===== src/rtl/mc_req_sequencer.sv =====
// Host request front end for the memory controller port.
// Ports: host req/rsp handshakes in, mc_* controller strobes out.
module mc_req_sequencer #(
    parameter int ADDR_W    = 2,
    parameter int DATA_W    = 8,
    parameter int CMD_DEPTH = 4,
    parameter int RSP_DEPTH = 4,
    parameter int RD_LAT    = 1
) (
    input  logic              clk,
    input  logic              reset,
    input  logic              req_valid,
    output logic              req_ready,
    input  logic              req_wr,
    input  logic [ADDR_W-1:0] req_addr,
    input  logic [DATA_W-1:0] req_wdata,
    output logic              rsp_valid,
    input  logic              rsp_ready,
    output logic [DATA_W-1:0] rsp_data,
    output logic [ADDR_W-1:0] mc_addr,
    output logic              mc_wr_en,
    output logic              mc_rd_en,
    output logic [DATA_W-1:0] mc_wdata,
    input  logic [DATA_W-1:0] mc_rdata
);

    localparam int CA = $clog2(CMD_DEPTH);
    localparam int RA = $clog2(RSP_DEPTH);
    localparam int CW = RA + 1;
    localparam logic [CW-1:0] CRED_MAX = CW'(RSP_DEPTH);

    logic              cmd_wr_q   [CMD_DEPTH];
    logic [ADDR_W-1:0] cmd_addr_q [CMD_DEPTH];
    logic [DATA_W-1:0] cmd_data_q [CMD_DEPTH];
    logic [DATA_W-1:0] rsp_mem    [RSP_DEPTH];

    logic [CA:0]       cmd_wptr, cmd_rptr;
    logic [RA:0]       rsp_wptr, rsp_rptr;
    logic [CW-1:0]     credits;
    logic [RD_LAT-1:0] rd_pipe;
    logic [RD_LAT:0]   pipe_ext;
    logic              ready_en;

    logic              cmd_empty, cmd_full, push;
    logic              head_wr;
    logic [ADDR_W-1:0] head_addr;
    logic [DATA_W-1:0] head_data;
    logic              issue, rd_issue, wr_issue;
    logic              rsp_empty, rsp_push, rsp_pop;

    assign cmd_empty = (cmd_wptr == cmd_rptr);
    assign cmd_full  = (cmd_wptr[CA] != cmd_rptr[CA]) &&
                       (cmd_wptr[CA-1:0] == cmd_rptr[CA-1:0]);

    // ready_en keeps req_ready low until the first edge after reset release
    assign req_ready = ready_en && !cmd_full;
    assign push      = req_valid && req_ready;

    assign head_wr   = cmd_wr_q[cmd_rptr[CA-1:0]];
    assign head_addr = cmd_addr_q[cmd_rptr[CA-1:0]];
    assign head_data = cmd_data_q[cmd_rptr[CA-1:0]];

    // a credit-starved read at the head stalls everything behind it
    assign issue    = !cmd_empty && (head_wr || (credits != '0));
    assign rd_issue = issue && !head_wr;
    assign wr_issue = issue && head_wr;

    assign rsp_empty = (rsp_wptr == rsp_rptr);
    assign rsp_valid = !rsp_empty;
    assign rsp_data  = rsp_empty ? '0 : rsp_mem[rsp_rptr[RA-1:0]];
    assign rsp_pop   = rsp_valid && rsp_ready;
    assign rsp_push  = rd_pipe[RD_LAT-1];

    assign pipe_ext = {rd_pipe, mc_rd_en};

    always_ff @(posedge clk) begin
        if (push) begin
            cmd_wr_q[cmd_wptr[CA-1:0]]   <= req_wr;
            cmd_addr_q[cmd_wptr[CA-1:0]] <= req_addr;
            cmd_data_q[cmd_wptr[CA-1:0]] <= req_wdata;
        end
        if (rsp_push) begin
            rsp_mem[rsp_wptr[RA-1:0]] <= mc_rdata;
        end
    end

    always_ff @(posedge clk or negedge reset) begin
        if (!reset) begin
            ready_en <= 1'b0;
            cmd_wptr <= '0;
            cmd_rptr <= '0;
            rsp_wptr <= '0;
            rsp_rptr <= '0;
            credits  <= CRED_MAX;
            rd_pipe  <= '0;
            mc_addr  <= '0;
            mc_wr_en <= 1'b0;
            mc_rd_en <= 1'b0;
            mc_wdata <= '0;
        end else begin
            ready_en <= 1'b1;
            if (push) cmd_wptr <= cmd_wptr + (CA+1)'(1);
            if (issue) cmd_rptr <= cmd_rptr + (CA+1)'(1);
            if (rsp_push) rsp_wptr <= rsp_wptr + (RA+1)'(1);
            if (rsp_pop) rsp_rptr <= rsp_rptr + (RA+1)'(1);
            unique case (1'b1)
                rd_issue && !rsp_pop: credits <= credits - CW'(1);
                !rd_issue && rsp_pop: credits <= credits + CW'(1);
                default: ;
            endcase
            // shift in the read strobe as the controller samples it
            rd_pipe  <= pipe_ext[RD_LAT-1:0];
            mc_wr_en <= wr_issue;
            mc_rd_en <= rd_issue;
            mc_addr  <= issue ? head_addr : '0;
            mc_wdata <= wr_issue ? head_data : '0;
        end
    end

endmodule


===== config.mk =====
export PLATFORM = sky130hd
export DESIGN_NAME = mc_req_sequencer
export DESIGN_NICKNAME = d
export VERILOG_FILES = /design/src/rtl/mc_req_sequencer.sv
export SDC_FILE = /design/constraint.sdc
export NUM_CORES = 1
export LEC_CHECK = 0
export CORE_ASPECT_RATIO = 0.6
export CORE_UTILIZATION = 35
export CTS_CLUSTER_SIZE = 16
export DETAILED_ROUTE_END_ITERATION = 7
export GPL_TIMING_DRIVEN = 0
export SLEW_MARGIN = 25
export SYNTH_ARGS = -nofsm -noshare
export SYNTH_HDL_FRONTEND = slang
export SYNTH_SLANG_ARGS = --single-unit

===== constraint.sdc =====
create_clock -name clk -period 2.7 [get_ports clk]
set_input_delay 0.81 -clock clk [delete_from_list [all_inputs] [get_ports clk]]
set_output_delay 0.81 -clock clk [all_outputs]
set_load 0.005 [all_outputs]

Word-level counts from Yosys, hierarchy flattened
Memory sizes are Yosys's and may differ from the RTL's.
Cells that the tools add are included.
{"block": "word_totals", "in_bits": 23, "latch_bits": 0, "output_inout_bits": 22, "ff_bits": 29, "wordCells": 51, "n_memories": 4, "mem_bits_ro": 0, "mem_bits_rw": 76}
{"name": "cmd_data_q", "depth": 4, "width": 8, "rd": 1, "rd_clocked_by_memory_dff": 0, "wr": 1, "line_no": "34", "source": "logic [DATA_W-1:0] cmd_data_q [CMD_DEPTH];"}
{"name": "rsp_mem", "depth": 4, "width": 8, "rd": 1, "rd_clocked_by_memory_dff": 0, "wr": 1, "line_no": "35", "source": "logic [DATA_W-1:0] rsp_mem [RSP_DEPTH];"}
{"name": "cmd_addr_q", "depth": 4, "width": 2, "rd": 1, "rd_clocked_by_memory_dff": 0, "wr": 1, "line_no": "33", "source": "logic [ADDR_W-1:0] cmd_addr_q [CMD_DEPTH];"}
{"name": "cmd_wr_q", "depth": 4, "width": 1, "rd": 1, "rd_clocked_by_memory_dff": 0, "wr": 1, "line_no": "32", "source": "logic cmd_wr_q [CMD_DEPTH];"}
{"block": "op_classes", "shifts": 0, "n_reduce_logical": 18, "eq_ne": 4, "div": 0, "add_sub_neg": 6, "order_cmp": 0, "bitwise_logic": 0, "n_mux": 8, "n_mul": 0}
{"cell": "$mux W8", "n": 2}
{"cell": "$add A3 B1 Y3 const B", "n": 5}
{"cell": "$logic_and A1 B1 Y1", "n": 9}
{"cell": "$eq A3 B3 Y1", "n": 2}
{"cell": "$logic_not A1 Y1", "n": 6}
{"cell": "$pmux W3 S2", "n": 1}
{"cell": "$mux W1", "n": 4}
{"cell": "$reduce_bool A3 Y1", "n": 1}
{"cell": "$sub A3 B1 Y3 const B", "n": 1}
{"cell": "$eq A2 B2 Y1", "n": 1}
{"cell": "$mux W2", "n": 1}
{"cell": "$reduce_bool A2 Y1", "n": 1}
{"cell": "$logic_or A1 B1 Y1", "n": 1}
{"cell": "$ne A1 B1 Y1", "n": 1}

Longest topological paths before layout
Gate-level depths: netlist (run 1).
{"block": "depth", "word_depth": 7, "ltp_mapped": 10, "depth_no_buf": 9}

Worst setup path after synthesis (run 1)
Ideal clock, no wire load.
{"block": "synth_timing", "path_type": "reg-to-reg", "start": "register cmd_rptr[0]", "end": "register credits[1]", "synth_period_minus_slack_ps": 2438, "n_path_buf": 1, "required_time_ps": 2575, "setup_time_ps": 125, "path_stages_with_launch": 8, "arrival_ps": 2313, "setup_slack_ps": 262, "path_cell_list": "dfrtp_1 -> buf_6 -> mux4_2 -> or3_1 -> ha_1 -> inv_1 -> fa_1 -> mux2_2"}
{"block": "synth_via", "elab_chain_cells": 7, "word_cells_on_any_way": 12, "classes_between": "eq/ne: 1; mux: 1; reduce/logical: 9; memory: 1"}
{"element": "from (decl)", "line_no": "37", "source": "logic [CA:0] cmd_wptr, cmd_rptr;"}
{"element": "from (signal assigned)", "line_no": "103", "source": "if (issue) cmd_rptr <= cmd_rptr + (CA+1)'(1);"}
{"element": "$mem_v2 Z4 W1 / $eq A3 B3 Y1 (equally long branches)"}
{"element": "$logic_or A1 B1 Y1 / $logic_not A1 Y1 (equally long branches)", "line_no": "64", "source": "assign issue = !cmd_empty && (head_wr || (credits != '0));"}
{"element": "$logic_and A1 B1 Y1", "line_no": "64"}
{"element": "$logic_and A1 B1 Y1 (*)", "line_no": "65", "source": "assign rd_issue = issue && !head_wr;"}
{"element": "$logic_not A1 Y1", "line_no": "108", "source": "!rd_issue && rsp_pop: credits <= credits + CW'(1);"}
{"element": "$logic_and A1 B1 Y1", "line_no": "108"}
{"element": "$pmux W3 S2 / $reduce_bool A2 Y1 (equally long branches)"}
{"element": "to (signal assigned)", "line_no": "107", "source": "rd_issue && !rsp_pop: credits <= credits - CW'(1);"}
{"element": "to (decl)", "line_no": "39", "source": "logic [CW-1:0] credits;"}
Every way passes the cells marked *; elsewhere a longest branch is shown, timed or not.
A chain may end at the register's enable or synchronous reset.

Worst setup path in the final report (run 1)
{"block": "layout_timing", "start": "register rsp_rptr[0]", "end": "output rsp_data[6]"}
{"block": "layout_via", "elab_chain_cells": 2, "word_cells_on_any_way": 3, "classes_between": "eq/ne: 1; mux: 1; memory: 1"}
{"element": "from (decl)", "line_no": "38", "source": "logic [RA:0] rsp_wptr, rsp_rptr;"}
{"element": "from (signal assigned)", "line_no": "105", "source": "if (rsp_pop) rsp_rptr <= rsp_rptr + (RA+1)'(1);"}
{"element": "$mem_v2 Z4 W8 / $eq A3 B3 Y1 (equally long branches)"}
{"element": "$mux W8 (*)", "line_no": "70", "source": "assign rsp_data = rsp_empty ? '0 : rsp_mem[rsp_rptr[RA-1:0]];"}
{"element": "to (decl)", "line_no": "19", "source": "output logic [DATA_W-1:0] rsp_data,"}
Marked as above.

==> results.cfg, run 1 <==
[timing]
hold_viol_final = 0
final-setup-viol-count = 0
drv_slew = 0
fin_worst_skew_ns = 0.00616
finalCritPeriodShare = 0.974
slew_headroom = 0.457
fin_crit_ns = 2.63
worst_pin_slew_ns = 0.809
fmax_mhz = 380
tns_ns = 0
rsz0062_at_grt = true

[detailed_routing]
wire_per_inst_um = 15.9
dr.pass1.iters = 4
drt-total-wl_um = 7260
vias = 2093
first_iter_violations = 108
drc = 0
postRouteAntennaNets = 0
avgViaCountPerCell = 4.57

[placement]
gp_congestion = 0.694
numPortBuffers = 44
dp_hpwl_um = 4850

[clocking]
cts_max_path_buffers = 2
htree_levels = 3
cts.clk_slew.worst_paths_ns = 0.07
cts_tree = yes
hold_buffers = 0
clkLatencyLatePin_ns = 0.34
clockRootBuffer = clkbuf_16
cts_buffers = 9
clock_sinks = 105

[global_route]
grt.overflow.total = 0
grt_usage = 0.132
grtUsageMet2 = 0.187
use_met3 = 0.0390
grt_pass1_vias = 2119
grt_start_max_net_pins = 20
grt_busiest_layer = met1
grt_antenna_before_repair = 0
met1_usage = 0.190
grt_pass1_wl_um = 11600

[finish]
final_cell_mix = edfxtp_1, clkdlybuf4s50_1, dfrtp_1, mux4_2, nor2b_1
final_nets = 328
layout_commonest_cell = edfxtp_1
diodes = 0
nFillCells = 979
final_util = 0.476
drive_gt1_frac = 0.272
area_growth_syn_to_layout_pct = 30.1

[power_and_ir_drop]
pwr_density_cell_nw_per_um2 = 1190
leakage_nw = 2.00
irDropWorstVdd_mv = 0.457

[setup_path]
slowest_delay_ns = 0.44
critPathRequiredTime_ns = 1.89
crit_chain = buf_6, buf_16, buf_8, mux4_2, and2b_1, clkbuf_2
startpoint_type = flop
end_kind = output port
arrival_ns = 1.82
timing.critical_path.buf_inv = 4
cp_max_fo = 4
crit_slowest_cell = dfrtp_2
criticalPathCategory = reg2out
cp_top_family = buffers and inverters

[logic_synthesis]
netlist_area_um2 = 4200
synth_cell_types = 36
synth_edf_count = 76
syn_inst = 222
synth_seq_cells = 105
synth.top_cell.area_share = 0.543
synthFlopType = edfxtp_1
yosysSeqAreaShare = 0.716
yosysWarningCount = 0
syn_nets = 257
synth_area_leader_cell = edfxtp_1
avgSynthCellArea_um2 = 18.9
synthArstFlopShare = 0.276
yosys-top-cells-area = edfxtp_1, dfrtp_1, mux4_2

[flow_run]
maxCapViolCount = 0

[floorplan]
design.portCount = 45
die_x_um = 143
rows = 30
die_h_um = 86.9
initial_utilization = 0.366
dieArea_um2 = 12500
design.core.area_um2 = 11500

[status]
status = finished clean

[hold_path]
worstHoldPathType = in2async
kinds of logic (layout without fill, tap and decap cells):
| logic type | after synthesis | count (layout) | synth area share |
|---|---|---|---|
| muxes | 23 | 23 | 0.113 |
| AOI/OAI and AO/OA | 9 | 9 | 0.0211 |
| adders and majority gates | 12 | 12 | 0.0375 |
| other | 1 | 1 | 0.000892 |
| DFF | 105 | 105 | 0.716 |
| and+or+nand+nor | 39 | 39 | 0.0557 |
| buffers and inverters | 15 | 91 | 0.0170 |
| xor gates and xnor gates | 18 | 18 | 0.0393 |
flip-flops by register name, indices dropped and copies added, names as in the netlist:
name,count
rsp_mem,32
cmd_rptr,3
mc_rd_en,1
rsp_rptr,3
cmd_addr_q,8
rsp_wptr,3
credits,3
mc_addr,2
mc_wr_en,1
cmd_wptr,3
ready_en,1
rd_pipe,1
cmd_data_q,32
mc_wdata,8
cmd_wr_q,4
synthesized netlist by cell type, drive strengths merged, types with 2 or more instances:
cell type and count:
inv 9, nor3 4, clkbuf 2, nor2b 16
buf 4, xor2 11, o31ai 2, edfxtp 76
and2b 2, xnor2 7, ha 11, or3 2
a31oi 3, dfrtp 28, and2 7, mux2 4
nand2 2, nand2b 2, mux4 19
metal layers:
metal,vias up,share of wire
met4,0,0.016
met3,10,0.035
met5,-,0
met2,31,0.44
li1,981,-
met1,1071,0.51
power breakdown:
part / switching, mW / leakage (nW) / internal (mW) / total, mW
clock network: 0.552 / 0.153 / 0.842 / 1.39
logic: 1.19 / 0.802 / 1.49 / 2.69
registers: 0.237 / 1.04 / 2.16 / 2.40
total: 1.98 / 2.00 / 4.50 / 6.48
final cells by class:
cell class                      count  area (µm²)  area share
Inverter                            9        33.8     0.00618
Clock inverter                      4        76.3      0.0140
Tap cell                          160         200      0.0366
Sequential cell                   105        3010       0.551
Clock buffer                       12         246      0.0451
Buffer                              6        60.1      0.0110
Multi-Input combinational cell    102        1220       0.223
Timing Repair Buffer               60         622       0.114
metrics by stage:
stage	cell area, µm²	power [mW]	worst slack [ns]	std cells	hold WS, ns
after floorplan	4200	3.81	0.262	222	0.376
after global placement	4840	4.60	-0.597	426	0.368
after detailed placement	4890	4.69	-0.199	428	0.379
after CTS	5480	6.57	-0.0412	459	0.359
after global routing	5470	6.89	-0.00817	458	0.369
final	5470	6.48	0.0690	458	0.362
worst paths after layout:
path	from	to	slack, ns	depth (start not counted)
min in group clk	mc_rd_en	rd_pipe	0.40	0
max in group asynchronous	reset	mc_wdata[6]	1.92	2
hold / removal	reset	rsp_rptr[1]	0.36	1
hold reg to reg	mc_rd_en	rd_pipe	0.40	0
setup reg to reg	cmd_rptr[0]	credits[1]	0.12	7
setup / recovery	rsp_rptr[0]	rsp_data[6]	0.07	6
timing repair:
| item | 4_1_cts | 5_1_grt |
|---|---|---|
| pin swaps | 2 | 1 |
| resized for setup | 41 | 13 |
| endpoints found under the setup margin | 10 | 8 |
| buffers inserted | 13 | 0 |
| gates cloned | 2 | 0 |
| endpoints found under the hold margin | 0 | 0 |
Power figures use the tool's default switching activity.
==> run 2, diff against run 1 <==
Settings changed: CORE_MARGIN set to 5.
==> results.cfg, run 2 (synthesized netlist as in run 1, its figures left out) <==
[status]
status = finished clean

[finish]
layout_commonest_cell = edfxtp_1
area_growth_syn_to_layout_pct = 28.6
diodes = 0
ff_latch_area_um2 = 3010
nFillCells = 1045
final_nets = 322
fin_area_um2 = 5410
final_cell_mix = edfxtp_1, clkdlybuf4s50_1, dfrtp_1, mux4_2, nor2b_1
final_util = 0.454
drive_gt1_frac = 0.247
multi_input_area_um2 = 1220

[power_and_ir_drop]
irDropWorstVdd_mv = 0.428
pwr_density_cell_nw_per_um2 = 1180
leakage_nw = 1.96

[setup_path]
rr_startpoint = cmd_rptr[0]
end_kind = output port
arrival_ns = 1.80
reg2reg_depth = 7
startpoint_type = flop
critPathRequiredTime_ns = 1.89
cp_max_fo = 10
criticalPathCategory = reg2out
reg2reg_to = credits[1]
reg2reg_setup_slack_ns = 0.13

[detailed_routing]
wire_per_inst_um = 15.9
drt-total-wl_um = 7270
drc = 0
postRouteAntennaNets = 0
avgViaCountPerCell = 4.45
vias = 2034
dr.pass1.iters = 4
first_iter_violations = 91

[global_route]
grt_antenna_before_repair = 0
grt_usage = 0.114
grt_pass1_vias = 2159
grt_pass1_wl_um = 12000
grt_start_max_net_pins = 22
grt.overflow.total = 0

[timing]
worst_pin_slew_ns = 0.886
finalWorstSetupSlack_ns = 0.0872
slew_headroom = 0.406
holdWs_ns = 0.337
finalCritPeriodShare = 0.968
drv_slew = 0
fin_worst_skew_ns = 0.00979
rsz0062_at_grt = true
fin_crit_ns = 2.61
hold_viol_final = 0
final-setup-viol-count = 0
fmax_mhz = 383

[floorplan]
rows = 31
die_x_um = 151
initial_utilization = 0.353
dieArea_um2 = 14400
die_h_um = 94.9
design.core.area_um2 = 11900
design.portCount = 45

[clocking]
hold_buffers = 0
clkLatencyLatePin_ns = 0.34
cts_buffers = 9
cts_max_path_buffers = 2
cts_tree = yes
cts.clk_slew.worst_paths_ns = 0.07
clockRootBuffer = clkbuf_16
clock_sinks = 105
htree_levels = 3

[placement]
detailed_place.area_um2 = 4890
gp_congestion = 0.696
preCtsSetupSlack_ns = -0.190
numPortBuffers = 44
dp_hpwl_um = 4930

[hold_path]
worstHoldPathType = in2async

[flow_run]
maxCapViolCount = 0
[run 2: cell count changes in the layout (fill, tap and decap cells not counted), sizes merged]
| cell | previous run | this run |
|---|---|---|
| dlymetal6s2s | 0 | 1 |
| buf | 23 | 15 |
| clkinv | 0 | 2 |
| inv | 10 | 11 |
| clkbuf | 20 | 16 |
| dlygate4sd2 | 1 | 3 |
[run 2: worst max-delay path by stage]
stage	start	to	slack, ns	cells after the start
floorplan	cmd_rptr[0]	credits[1]	0.26	7
detailed placement	rsp_rptr[0]	rsp_data[6]	-0.19	5
global placement	rsp_rptr[0]	rsp_data[6]	-0.61	5
global route	rsp_rptr[0]	rsp_data[0]	-0.03	7
finish	rsp_rptr[0]	rsp_data[0]	0.09	7
CTS	rsp_rptr[0]	rsp_data[7]	0.003	5
[run 2: layer usage]
metal / part of all wire / GRT usage / vias up
met5: 0 / 0 / -
met4: 0.014 / 0.0385 / 0
met3: 0.036 / 0.0307 / 8
met2: 0.45 / 0.161 / 29
met1: 0.50 / 0.168 / 1032
li1: - / - / 965
[run 2: layout make-up]
class | count | share of cell area
tap | 165 | 0.0382
timing repair buffer | 55 | 0.104
clock buffer | 9 | 0.0417
inverter | 9 | 0.00625
sequential | 105 | 0.557
buffer | 5 | 0.00833
multi-input combinational | 102 | 0.226
clock inverter | 7 | 0.0187
[run 2: worst max-delay path: stages (launching register included)]
cell and delay, ns:
dfrtp_1 0.41, buf_12 0.17, xor2_4 0.19, nor3_4 0.20, buf_6 0.15, buf_16 0.10, nor2b_1 0.04, clkdlybuf4s15_1 0.19
[run 2: repair_timing]
action | CTS | global route
gates resized for setup | 30 | 12
endpoints found under the setup margin | 10 | 9
setup buffers | 8 | 0
cloned | 1 | 0
pin swaps | 1 | 0
[run 2: power by group]
| part | internal, mW | switching [mW] | leakage (nW) |
|---|---|---|---|
| Combinational | 1.38 | 1.16 | 0.761 |
| Sequential | 2.16 | 0.256 | 1.04 |
| Clock | 0.822 | 0.590 | 0.158 |
[run 2: per-stage QoR]
stage               power (mW)  TNS [ns]  std cells
CTS                       6.46         0        458
floorplan                 3.81         0        222
global route              6.80   -0.0365        457
global placement          4.62     -9.71        431
finish                    6.37         0        457
detailed placement        4.69     -1.70        433
